## config.mk

```make
export PLATFORM = sky130hd
export DESIGN_NAME = pc_sequencer
export DESIGN_NICKNAME = d
export VERILOG_FILES = /design/src/rtl/pc_pkg.sv /design/src/rtl/pc_align_check.sv /design/src/rtl/pc_sequencer.sv
export SDC_FILE = /design/constraint.sdc
export NUM_CORES = 1
export LEC_CHECK = 0
export ABC_AREA = 0
export CAP_MARGIN = 20
export CORE_MARGIN = 2
export CORE_UTILIZATION = 45
export DETAILED_ROUTE_END_ITERATION = 10
export PLACE_DENSITY = 0.81
export SLEW_MARGIN = 20
export SYNTH_ARGS = -nofsm -noshare
export SYNTH_HDL_FRONTEND = slang
export SYNTH_SLANG_ARGS = --single-unit
```

## constraint.sdc

```tcl
create_clock -name clk -period 2.5 [get_ports clk]
set_input_delay 0.25 -clock clk [delete_from_list [all_inputs] [get_ports clk]]
set_output_delay 0.25 -clock clk [all_outputs]
set_load 0.01 [all_outputs]
```

## src/rtl/pc_pkg.sv

```systemverilog
// Shared types and helpers for the program-counter sequencer and its alignment checker.
package pc_pkg;

  typedef enum logic [1:0] {
    BOOT,
    RUN,
    HALTED,
    FAULT
  } pc_state_e;

  localparam int unsigned STEP_32 = 4;
  localparam int unsigned STEP_16 = 2;

  // Low address bits that must be zero for a legal instruction address.
  function automatic logic [1:0] align_mask(input logic compressed);
    return compressed ? 2'b01 : 2'b11;
  endfunction

endpackage

```

## src/rtl/pc_align_check.sv

```systemverilog
// Combinational instruction-address alignment check, shared with the LSU.
module pc_align_check
  import pc_pkg::*;
#(
  parameter int unsigned WIDTH = 32
) (
  input  logic [WIDTH-1:0] i_target,
  input  logic             i_compressed,
  output logic             o_misaligned
);

  logic [WIDTH-1:0] w_mask;

  assign w_mask       = {{(WIDTH-2){1'b0}}, align_mask(i_compressed)};
  assign o_misaligned = |(i_target & w_mask);

endmodule

```

## src/rtl/pc_sequencer.sv

```systemverilog
// RISC-V fetch-address sequencer: boot, sequential advance, redirect, trap, halt
// and misaligned-redirect fault handling with a valid/ready fetch request.
module pc_sequencer
  import pc_pkg::*;
#(
  parameter int unsigned      WIDTH        = 32,
  parameter logic [WIDTH-1:0] RESET_VECTOR = '0,
  parameter bit               COMPRESSED   = 1'b0
) (
  input  logic             clk,
  input  logic             n_rst,
  output logic [WIDTH-1:0] pc,
  output logic             pc_valid,
  input  logic             fetch_ready,
  input  logic             inst_is_16,
  input  logic             redirect_valid,
  input  logic [WIDTH-1:0] redirect_target,
  input  logic             trap_valid,
  input  logic [WIDTH-1:0] trap_vector,
  input  logic             halt,
  output logic             misaligned_exc,
  output logic [WIDTH-1:0] misaligned_addr
);

  localparam logic [WIDTH-1:0] TRAP_MASK = {{(WIDTH-2){1'b1}}, 2'b00};

  pc_state_e        r_state, w_state_n;
  logic [WIDTH-1:0] r_pc, w_pc_n;
  logic [WIDTH-1:0] r_addr, w_addr_n;
  logic             r_exc, w_exc_n;
  logic [WIDTH-1:0] w_step;
  logic [WIDTH-1:0] w_trap_pc;
  logic             w_misaligned;

  pc_align_check #(
    .WIDTH(WIDTH)
  ) u_align (
    .i_target    (redirect_target),
    .i_compressed(COMPRESSED),
    .o_misaligned(w_misaligned)
  );

  assign w_step    = (COMPRESSED && inst_is_16) ? WIDTH'(STEP_16) : WIDTH'(STEP_32);
  assign w_trap_pc = trap_vector & TRAP_MASK;

  always_ff @(posedge clk or negedge n_rst) begin
    if (!n_rst) begin
      r_state <= BOOT;
      r_pc    <= RESET_VECTOR;
      r_exc   <= 1'b0;
      r_addr  <= '0;
    end else begin
      r_state <= w_state_n;
      r_pc    <= w_pc_n;
      r_exc   <= w_exc_n;
      r_addr  <= w_addr_n;
    end
  end

  // Trap is hoisted out of the state case: it wins from every state except BOOT.
  always_comb begin
    w_state_n = r_state;
    w_pc_n    = r_pc;
    w_exc_n   = 1'b0;
    w_addr_n  = r_addr;
    if (trap_valid && (r_state != BOOT)) begin
      w_state_n = RUN;
      w_pc_n    = w_trap_pc;
    end else begin
      case (r_state)
        BOOT:   w_state_n = RUN;
        RUN: begin
          if (redirect_valid) begin
            if (w_misaligned) begin
              w_state_n = FAULT;
              w_exc_n   = 1'b1;
              w_addr_n  = redirect_target;
            end else begin
              w_pc_n = redirect_target;
            end
          end else if (halt) begin
            w_state_n = HALTED;
          end else if (fetch_ready) begin
            w_pc_n = r_pc + w_step;
          end
        end
        HALTED: if (!halt) w_state_n = RUN;
        FAULT:  w_state_n = FAULT;
        default: w_state_n = BOOT;
      endcase
    end
  end

  assign pc              = r_pc;
  assign pc_valid        = (r_state == RUN);
  assign misaligned_exc  = r_exc;
  assign misaligned_addr = r_addr;

endmodule

```

==> flow_summary.toml <==
[finish]
seqCellArea_um2 = 1677
diodes = 0
multi_input_comb_area_um2 = 1906
syn_to_final_growth_pct = 44.99
drive_gt1_share_pct = 13.10
fillers = 663
fin_util_pct = 66.33
fin_nets = 609

[pwr]
p_leak_nw = 2.206
ir_drop_v = 0.0003802
finalPower_w = 0.003799
powerDensity_nw_per_um2 = 704.2

[global_routing]
grt_max_degree = 65
antenna_found_initial = 0
grt_pass1_vias = 3681
grt.overflow.total = 0
grt_pass1_wl_mm = 18.60
grt.total_usage_pct = 26.68

[synth]
yosysWarningCount = 0
synth_edf_count = 0
ys.flop_type = "dfrtp_1"
syn_nets = 475
yosysSeqAreaShare_pct = 45.06
synth_top_area_cell = "dfrtp_1"
synth_top_area_share_pct = 45.06
synth.distinct_cells = 55
async_reset_ff_share_pct = 100.0
syn_area_per_cell_um2 = 9.233
synth.area.top_cells = "dfrtp_1 (45%), mux2_2 (9.4%), nand2_1 (5.9%)"
synthCells = 403
ys_seq_elements = 67
syn_area_um2 = 3721

[routing]
vias = 3815
wl_mm = 11.60
ant_nets = 0
viasPerCell = 5.896
wl_per_cell_um = 17.93
drt_iter0_markers = 261
drc = 0
firstDrtPassIters = 6

[sta]
period_minus_slack_ns = 2.243
slew_violations = 0
rsz0062_at_grt = "false"
worst_slack_ns = 0.2567
hold_viol = 0
setup_viol = 0
finClkSkew_ns = 0.008660
fmaxAchievable_ghz = 0.4458
fin_setup_tns_ns = 0
max-slew-margin-rel_pct = 59.29
post-route-period-util_pct = 89.73
worst_slew_pin_slew_ns = 0.6061

[setup_path]
worstSetupPathType = "reg2reg"
path_max_fanout = 11
crit_path_start_kind = "flop"
crit_required_ns = 2.76
worst_setup_path_end_kind = "flop"
arrival_ns = 2.51

[clock_network]
cts.path.max_buffers = 2
clk_latency_ns = 0.34
cts_buffers = 9
cts_root_buffer = "clkbuf_8"
clk_pin_slew_ns = 0.08
cts_sinks = 67
cts_resized = 0
cts_tree = "yes"
h-tree-depth = 3

[job]
cap_violations = 0

[floorplan]
fp-row-count = 33
die_w_um = 94.94
die_h_um = 94.94
ioPinCount = 137
fp.dieArea_um2 = 9013
core_area_um2 = 8134
start_util_pct = 45.75

[placed_design]
dp_hpwl_mm = 8.664
gp_congestion = 0.9371
place_ws_ns = 0.1511
port_buffers = 133

[hold_path]
hp-class = "in2async"

[outcome]
status = "finished clean"
worst paths after layout:
path	startpoint	end	slack (ns)	cells after the start
max	pc[10]	pc[18]	0.26	5
min	n_rst	misaligned_addr[16]	0.25	2
max reg2reg	pc[10]	pc[18]	0.26	5
min reg2reg	pc[0]	pc[0]	0.48	1
max in group asynchronous	n_rst	pc[23]	1.70	3
min in group clk	pc[0]	pc[0]	0.48	1
layout by cell type, fill, tap and decap left out, types with 4 or more instances in the layout:
master           instances
nand4_1                  5
o21ai_0                 39
nor4_1                   4
nand3_1                 27
and3_1                  14
o21a_1                   4
nand2_1                 58
dfrtp_1                 67
clkdlybuf4s50_1        132
buf_4                   13
a41oi_1                  4
clkbuf_8                 9
mux2_2                  31
nor3_1                   5
inv_1                    4
nor2_1                  23
o311a_1                  4
o22ai_1                  6
a21oi_1                 20
a31oi_1                  8
Yosys cell counts, types with 2 or more instances:
| master | count |
|---|---|
| dfrtp_1 | 67 |
| nand2_1 | 58 |
| o21ai_0 | 40 |
| mux2_2 | 31 |
| nand3_1 | 27 |
| nor2_1 | 23 |
| a21oi_1 | 20 |
| clkbuf_1 | 18 |
| and3_1 | 14 |
| a31oi_1 | 8 |
| o22ai_1 | 6 |
| buf_4 | 5 |
| nand4_1 | 5 |
| nor3_1 | 5 |
| a41oi_1 | 4 |
| inv_1 | 4 |
| nor4_1 | 4 |
| o21a_1 | 4 |
| o311a_1 | 4 |
| a211o_1 | 3 |
| and4_1 | 3 |
| nand2b_1 | 3 |
| o211ai_1 | 3 |
| o2bb2ai_1 | 3 |
| or4_1 | 3 |
| a21o_1 | 2 |
| a221o_1 | 2 |
| a22o_1 | 2 |
| and2_1 | 2 |
| buf_6 | 2 |
| mux2i_1 | 2 |
| o21ai_1 | 2 |
| o31a_1 | 2 |
cell families after synthesis:
family | share of synthesized area [%]
fa+ha+maj | 0.3362
flops | 45.06
mux | 9.919
buf+inv | 3.934
compound gates | 19.97
simple gates | 20.54
xor+xnor | 0.2354
per-stage QoR:
| stage | cell area, um^2 | hold slack [ns] | cells |
|---|---|---|---|
| floorplan | 3721 | -0.04559 | 403 |
| global placement | 5192 | 0.06649 | 630 |
| detailed placement | 5192 | 0.07516 | 630 |
| CTS | 5395 | 0.2387 | 647 |
| global route | 5395 | 0.2515 | 647 |
| finish | 5395 | 0.2456 | 647 |
where the power goes:
| group | switching (W) | internal (W) | leakage (nW) |
|---|---|---|---|
| clock network | 0.000439 | 0.000457 | 0.0950 |
| registers | 0.000250 | 0.00133 | 0.811 |
| logic | 0.000561 | 0.000767 | 1.30 |
| total | 0.00125 | 0.00255 | 2.21 |
routing by layer:
layer	up-vias	wire, um	share of wire (%)	track usage, %
li1	1767	-	-	-
met1	1826	4824	42	35.72
met2	200	5589	48	43.03
met3	22	975	8.4	5.986
met4	0	208	1.8	8.696
met5	-	0	0	0
flip-flops by register name, indices dropped and copies added, names as in the netlist:
| signal | cells |
|---|---|
| misaligned_addr | 32 |
| pc | 32 |
| r_state | 2 |
| misaligned_exc | 1 |
critical path, stage by stage, from the launching register on:
cell and delay, ns:
dfrtp_1 0.51, nand4_2 0.20, or4_4 0.65, or3_1 0.41, o31a_1 0.24, o22ai_1 0.14
timing repair:
action,in CTS,in global routing
hold endpoints to repair,3,0
setup buffers,0,0
hold buffers,1,0
area by class of cell:
cell class,count,share of cell area [%]
multi-input cells,306,35.32
flip-flops and latches,67,31.08
repair buffers,149,27.32
well taps,105,2.435
clock buffers,9,2.296
clock inverters,7,1.276
inverters,4,0.2783
Note: power is estimated with default switching activity, not from simulation.
